<file path="config.mk">
export PLATFORM = sky130hd
export DESIGN_NAME = apb_completer_regs_flat
export DESIGN_NICKNAME = d
export VERILOG_FILES = /design/src/rtl/apb_completer_regs_if.sv /design/src/rtl/apb_completer_regs.sv /design/src/flat_wrapper.sv
export SDC_FILE = /design/constraint.sdc
export NUM_CORES = 1
export LEC_CHECK = 0
export ABC_CLOCK_PERIOD_IN_PS = 8300
export BUFFER_PORTS_ARGS = -buffer_cell sky130_fd_sc_hd__buf_2
export CORE_MARGIN = 10
export CORE_UTILIZATION = 50
export CTS_CLUSTER_SIZE = 24
export DETAILED_ROUTE_END_ITERATION = 16
export PLACE_DENSITY = 0.77
export SYNTH_ARGS = -nofsm -noshare
export SYNTH_HDL_FRONTEND = slang
export SYNTH_SLANG_ARGS = --single-unit
</file>
<file path="constraint.sdc">
create_clock -name clk -period 8.3 [get_ports clk]
set_input_delay 1.66 -clock clk [delete_from_list [all_inputs] [get_ports clk]]
set_output_delay 1.66 -clock clk [all_outputs]
set_load 0.01 [all_outputs]
</file>
<file path="src/rtl/apb_completer_regs_if.sv">
// APB4 bus bundle between a requester and the apb_completer_regs register bank.
// clk and reset stay outside the bundle.
interface apb_completer_regs_if #(
   parameter int dataWidth = 32,
   parameter int addrWidth = 32
);
   logic                     pselx;
   logic                     penable;
   logic                     pwrite;
   logic [2:0]               pprot;
   logic [dataWidth/8-1:0]   pstrb;
   logic [addrWidth-1:0]     paddr;
   logic [dataWidth-1:0]     pwdata;
   logic                     pready;
   logic                     pslverr;
   logic [dataWidth-1:0]     prdata;

   modport master (
      output pselx, penable, pwrite, pprot, pstrb, paddr, pwdata,
      input  pready, pslverr, prdata
   );

   modport slave (
      input  pselx, penable, pwrite, pprot, pstrb, paddr, pwdata,
      output pready, pslverr, prdata
   );
endinterface

</file>
<file path="src/rtl/apb_completer_regs.sv">
// APB4 completer with a memory-mapped register bank, programmable wait states,
// PSLVERR on illegal accesses, and per-register write pulses.
module apb_completer_regs #(
   parameter int          dataWidth   = 32,
   parameter int          addrWidth   = 32,
   parameter int          NUM_REGS    = 16,
   parameter int          WAIT_CYCLES = 1,
   parameter logic [31:0] ID_VALUE    = 32'hA9B4_0001
) (
   input  logic                          clk,
   input  logic                          rst,
   apb_completer_regs_if.slave           bus,
   output logic [NUM_REGS*dataWidth-1:0] regs_o,
   output logic [NUM_REGS-1:0]           wr_pulse_o
);

   localparam int NBYTES = dataWidth / 8;
   localparam int OFFS   = $clog2(NBYTES);

   typedef enum logic {IDLE, ACCESS} state_e;

   state_e                 state_q, state_d;
   logic [3:0]             cnt_q, cnt_d;
   logic                   cap;
   logic                   done;
   logic                   wr_en;
   logic                   err;
   logic [addrWidth-1:0]   idx;
   logic [dataWidth-1:0]   rdata;

   logic [addrWidth-1:0]   addr_q;
   logic                   write_q;
   logic                   priv_q;
   logic [NBYTES-1:0]      strb_q;
   logic [dataWidth-1:0]   wdata_q;
   logic [dataWidth-1:0]   regs_q [1:NUM_REGS-1];
   logic [NUM_REGS-1:0]    wr_pulse_q, wr_pulse_d;

   logic                   unused_prot;
   assign unused_prot = ^bus.pprot[2:1];

   function automatic logic [dataWidth-1:0] merge_bytes(
      input logic [dataWidth-1:0] old_v,
      input logic [dataWidth-1:0] new_v,
      input logic [NBYTES-1:0]    strb
   );
      logic [dataWidth-1:0] res;
      res = old_v;
      for (int b = 0; b < NBYTES; b++)
         if (strb[b]) res[8*b +: 8] = new_v[8*b +: 8];
      return res;
   endfunction

   // Decode of the transfer captured at setup; the live bus is not consulted here.
   always_comb begin
      idx = addr_q >> OFFS;
      err = (|addr_q[OFFS-1:0])
         || (idx >= addrWidth'(NUM_REGS))
         || (write_q && idx == '0)
         || (write_q && !priv_q && idx >= addrWidth'(NUM_REGS/2));
   end

   always_comb begin
      state_d = state_q;
      cnt_d   = cnt_q;
      cap     = 1'b0;
      done    = 1'b0;
      case (state_q)
         IDLE: begin
            if (bus.pselx && !bus.penable) begin
               state_d = ACCESS;
               cnt_d   = 4'(WAIT_CYCLES);
               cap     = 1'b1;
            end
         end
         ACCESS: begin
            if (!bus.pselx) begin
               state_d = IDLE;
            end else if (bus.penable) begin
               if (cnt_q != 4'd0) begin
                  cnt_d = cnt_q - 4'd1;
               end else begin
                  done    = 1'b1;
                  state_d = IDLE;
               end
            end
         end
         default: state_d = IDLE;
      endcase
   end

   assign wr_en = done && write_q && !err;

   always_comb begin
      rdata = dataWidth'(ID_VALUE);
      for (int i = 1; i < NUM_REGS; i++)
         if (idx == addrWidth'(i)) rdata = regs_q[i];
      bus.pready  = done;
      bus.pslverr = done && err;
      bus.prdata  = (done && !write_q && !err) ? rdata : '0;
      wr_pulse_d  = '0;
      for (int i = 1; i < NUM_REGS; i++)
         if (wr_en && idx == addrWidth'(i)) wr_pulse_d[i] = 1'b1;
   end

   always_comb begin
      regs_o = '0;
      regs_o[dataWidth-1:0] = dataWidth'(ID_VALUE);
      for (int i = 1; i < NUM_REGS; i++)
         regs_o[i*dataWidth +: dataWidth] = regs_q[i];
   end

   assign wr_pulse_o = wr_pulse_q;

   always_ff @(posedge clk or negedge rst) begin
      if (!rst) begin
         state_q    <= IDLE;
         cnt_q      <= 4'd0;
         wr_pulse_q <= '0;
         addr_q     <= '0;
         write_q    <= 1'b0;
         priv_q     <= 1'b0;
         strb_q     <= '0;
         wdata_q    <= '0;
         for (int i = 1; i < NUM_REGS; i++) regs_q[i] <= '0;
      end else begin
         state_q    <= state_d;
         cnt_q      <= cnt_d;
         wr_pulse_q <= wr_pulse_d;
         if (cap) begin
            addr_q  <= bus.paddr;
            write_q <= bus.pwrite;
            priv_q  <= bus.pprot[0];
            strb_q  <= bus.pstrb;
            wdata_q <= bus.pwdata;
         end
         for (int i = 1; i < NUM_REGS; i++)
            if (wr_en && idx == addrWidth'(i))
               regs_q[i] <= merge_bytes(regs_q[i], wdata_q, strb_q);
      end
   end

endmodule

</file>
<file path="src/flat_wrapper.sv">
// flat-port wrapper written by rule: the top's interface ports become plain ports
module apb_completer_regs_flat 
#(
   parameter int          dataWidth   = 32,
   parameter int          addrWidth   = 32,
   parameter int          NUM_REGS    = 16,
   parameter int          WAIT_CYCLES = 1,
   parameter logic [31:0] ID_VALUE    = 32'hA9B4_0001
)
  (clk, rst, regs_o, wr_pulse_o, bus_pselx, bus_penable, bus_pwrite, bus_pprot, bus_pstrb, bus_paddr, bus_pwdata, bus_pready, bus_pslverr, bus_prdata);
  apb_completer_regs_if #(.dataWidth(dataWidth), .addrWidth(addrWidth)) bus_i ();
  input  logic clk;
  input  logic rst;
  output logic [NUM_REGS*dataWidth-1:0] regs_o;
  output logic [NUM_REGS-1:0] wr_pulse_o;
  input wire logic [$bits(bus_i.pselx)-1:0] bus_pselx;
  input wire logic [$bits(bus_i.penable)-1:0] bus_penable;
  input wire logic [$bits(bus_i.pwrite)-1:0] bus_pwrite;
  input wire logic [$bits(bus_i.pprot)-1:0] bus_pprot;
  input wire logic [$bits(bus_i.pstrb)-1:0] bus_pstrb;
  input wire logic [$bits(bus_i.paddr)-1:0] bus_paddr;
  input wire logic [$bits(bus_i.pwdata)-1:0] bus_pwdata;
  output wire logic [$bits(bus_i.pready)-1:0] bus_pready;
  output wire logic [$bits(bus_i.pslverr)-1:0] bus_pslverr;
  output wire logic [$bits(bus_i.prdata)-1:0] bus_prdata;
  assign bus_i.pselx = bus_pselx;
  assign bus_i.penable = bus_penable;
  assign bus_i.pwrite = bus_pwrite;
  assign bus_i.pprot = bus_pprot;
  assign bus_i.pstrb = bus_pstrb;
  assign bus_i.paddr = bus_paddr;
  assign bus_i.pwdata = bus_pwdata;
  assign bus_pready = bus_i.pready;
  assign bus_pslverr = bus_i.pslverr;
  assign bus_prdata = bus_i.prdata;
  apb_completer_regs #(.dataWidth(dataWidth), .addrWidth(addrWidth), .NUM_REGS(NUM_REGS), .WAIT_CYCLES(WAIT_CYCLES), .ID_VALUE(ID_VALUE)) u_core (.clk(clk), .rst(rst), .bus(bus_i), .regs_o(regs_o), .wr_pulse_o(wr_pulse_o));
endmodule
</file>
==> results.md <==
* Starting Density at 50.7%
* Routed length per instance at 35.9 µm
* DR DRC count at 0
* Antenna violations before repair at 1
* Critical path startpoint category: register
* Top_reg_cell synth: dfrtp_1
* Hold crit path type: register to register
* Main combinational cell family by area after synthesis: multiplexers
* Worst EP required at between 6 and 7 ns
* Die width at between 200 and 300 µm
* Unrepaired setup endpoints after global routing: no
* Total Wirelength at 122000 µm
* R2R depth at 6
* CTS tree: yes
* Met3 Wirelength at ~15000 µm
* Io pins at 638
* Standard-cell rows at 84
* CTS buffer count at 60
* Antenna viol nets, final at 0
* Post-CTS Hold Buffers at 0
* Max stage delay on crit path at roughly 1.4 ns
* Max cap viols at 0
* Critical path's slowest cell: nor3_2
* Routed vias at about 23k
* Die area at 0.0631 mm²
* Pleak at 16.8 nW
* GRT Total Usage at between 30% and 40%
* Clk root buf: clkbuf_16
* Fmax achieved at roughly 0.14 GHz
* Maximum VDD drop at 0.000173 V
* Post_cts resized at 0
* Skew-Pair Late Insertion Delay at around 0.64 ns
* Synth Area in Simple Gates at under 10%
* Vias in the first global route at 23.1k
* Post-route setup TNS at 0 ns
* Post-synthesis adder-cell area fraction at 0.0468%
* H-tree levels at 2
* Fin crit period at 7.05 ns
* Fin crit share at between 80% and 90%
* CP max FO at 10
* Final hold viol count at 0
* Compound-cell area share of the yosys netlist at about a tenth
* WL met2 at 55600 µm
* Mux contribution to synthesized area at 25.0%
* Worst setup path class: register to output pin
* FF-to-FF setup slack at 3.03 ns
* Final Max Tran Viols at 0
* Largest net degree at the start of global routing at about 180
* First-pass GRT wire length at 171000 µm
* Power per cell area at 197 mW/mm²
* Flops & latches, synth at 570
* Hold Path Depth at 1
* Top layer in use: met4
* Worst setup EP type: output pin
* Skew final at 0.0254 ns
* Die height at 251 µm
* Post-Syn Area at 0.0267 mm²
* Placer Congestion at roughly 0.95
* Slew @ Worst Pin at around 1.5 ns
* Fin area at 0.0326 mm²
* Hold_sp: u_core.regs_o[418]
* WHS Endpoint: u_core.regs_o[418]
* TritonRoute pass-1 iters at 6
* Total global routing overflow at 0
* Clock transition at path regs at 0.06 ns
* Starting DRC count in detailed routing at 2572
* Via-to-Cell Ratio at 6.66
* I/O Buffers at 602
* Final setup fails at 0
* Worst relative slew slack at 2.04%
* Asr flop ratio synth at 100%
* Cell Area, Placed at between 0.03 and 0.04 mm²
* Synth warnings at 0
* Final net count at 2743
* Layout area overhead at 21.9%
* Worst R2R Start: u_core.addr_q[10]
* Syn Inst Count at 2074
* RR Endpoint: u_core.regs_o[465]
* DRT met1 WL at about 44000 µm
* Post CTS Setup Buffer Count at 0
* Core area at roughly 0.053 mm²
* DP Wirelength at ~88000 µm
* Clock sink total at between 500 and 600
* Worst path arrival time at 5.39 ns
* Unique cell type count in the Yosys netlist at 80
* Clock Tree Buf Depth at 3
* Sequential share of the synthesized area at 53.3%
* Outcome: completed
* Syn Area/Cell at 12.9 µm²
* Final design utilization at ~62%
* Share of layout cells above drive strength 1 at 49.3%
* CP Cell Sequence: nor4_1 > nand4_1 > nor3_2 > a21oi_1 > a221o_1 > a311oi_1 > buf_2
* EDFF count, synth at 0
* Post-synthesis xor/xnor area fraction at 0%
## cell usage in the layout (no fill, tap or decap), drive strengths merged, types with 26 or more instances in the layout
cell type,count
a21oi,53
a221oi,26
a22oi,35
buf,662
clkbuf,94
conb,33
dfrtp,570
mux2,552
mux2i,43
nand2,81
nand3,26
nand4,32
nor2,115
nor3,32
o21ai,71
o22ai,29
## kinds of logic (layout without fill, tap and decap cells)
kind of cell             count (synthesis)  count (layout)
buffers and inverters                  176             786
AO/OA/AOI/OAI                          381             381
flip-flops                             570             570
multiplexers                           595             595
other                                    2              34
AND/OR/NAND/NOR                        349             349
adder cells (fa/ha/maj)                  1               1
## sequential cells by signal (all words and copies together) (netlist names)
| signal | flops |
|---|---|
| u_core.addr_q | 32 |
| u_core.cnt_q | 4 |
| u_core.priv_q | 1 |
| u_core.regs_o | 480 |
| u_core.state_q | 1 |
| u_core.strb_q | 4 |
| u_core.wdata_q | 32 |
| u_core.wr_pulse_o | 15 |
| u_core.write_q | 1 |
## layout make-up
type | instances | area (µm²)
inverters | 13 | 48.8
flip-flops and latches | 570 | 14300
diodes | 1 | 2.50
multi-input cells | 1359 | 11900
clock buffers | 94 | 1780
clock inverters | 17 | 280
well taps | 688 | 861
repair buffers | 662 | 3500
fillers | 4213 | 20200
## report_power, final
part	switching [mW]	total [mW]	internal, mW
registers	0.226	3.08	2.85
logic	0.335	0.498	0.163
clock network	1.15	2.83	1.68
## layer usage
metal	up-vias	GRT usage [%]
met5	-	0
met4	0	20.5
met3	456	14.5
met2	1647	58.3
met1	11616	44.3
li1	8940	-
## per-stage QoR
stage	setup WS, ns	hold slack (ns)	power [mW]	cells
5_1_grt	1.28	0.524	6.56	3404
4_1_cts	1.50	0.511	6.39	3403
6_report	1.25	0.509	6.41	3404
3_3_place_gp	2.21	0.483	3.57	3292
2_1_floorplan	3.42	0.481	3.32	2105
3_5_place_dp	2.18	0.496	3.60	3292
## worst max-delay path by stage
stage                                  from              to  slack, ns  cells past startpoint
after floorplan                   bus_pselx  bus_prdata[30]       3.42                      9
after global placement    u_core.addr_q[10]  bus_prdata[10]       2.21                      8
after detailed placement        bus_penable  bus_prdata[10]       2.18                      8
after CTS                 u_core.addr_q[10]  bus_prdata[10]       1.50                      8
after global routing      u_core.addr_q[10]  bus_prdata[10]       1.28                      8
final                     u_core.addr_q[25]  bus_prdata[24]       1.25                      7
## synth_stat cells (all sizes together), types with 5 or more instances
cell | instances | area [µm²]
mux2 | 552 | 6250
a31oi | 8 | 50.1
a21oi | 53 | 265
nor2 | 115 | 752
o211ai | 8 | 60.1
o2111a | 6 | 67.6
a221o | 14 | 140
and3 | 6 | 37.5
o21a | 10 | 75.1
a211oi | 7 | 52.6
dfrtp | 570 | 14300
o22ai | 29 | 181
a221oi | 26 | 228
nor3 | 32 | 208
o21ai | 71 | 355
clkbuf | 81 | 304
nor2b | 7 | 43.8
and4 | 8 | 70.1
mux2i | 43 | 430
or4 | 6 | 45.0
o221ai | 10 | 87.6
inv | 11 | 41.3
o221a | 7 | 78.8
o2111ai | 5 | 43.8
buf | 82 | 483
a22o | 6 | 52.6
nor4 | 15 | 136
a222oi | 12 | 120
a311oi | 13 | 114
a22oi | 35 | 263
nand3 | 26 | 130
nand2b | 9 | 56.3
a2111oi | 6 | 52.6
nand2 | 81 | 312
o2bb2ai | 6 | 52.6
nand4 | 32 | 279
o22a | 15 | 131
a2bb2oi | 8 | 70.1
## critical path: cells and delay by family, from the launching register on
| family | cells | cell delay [ns] |
|---|---|---|
| and+or+nand+nor | 3 | 2.99 |
| AOI/OAI and AO/OA | 3 | 1.13 |
| DFF | 1 | 0.40 |
| buffers and inverters | 1 | 0.24 |
Note: power is estimated with default switching activity, not from simulation.
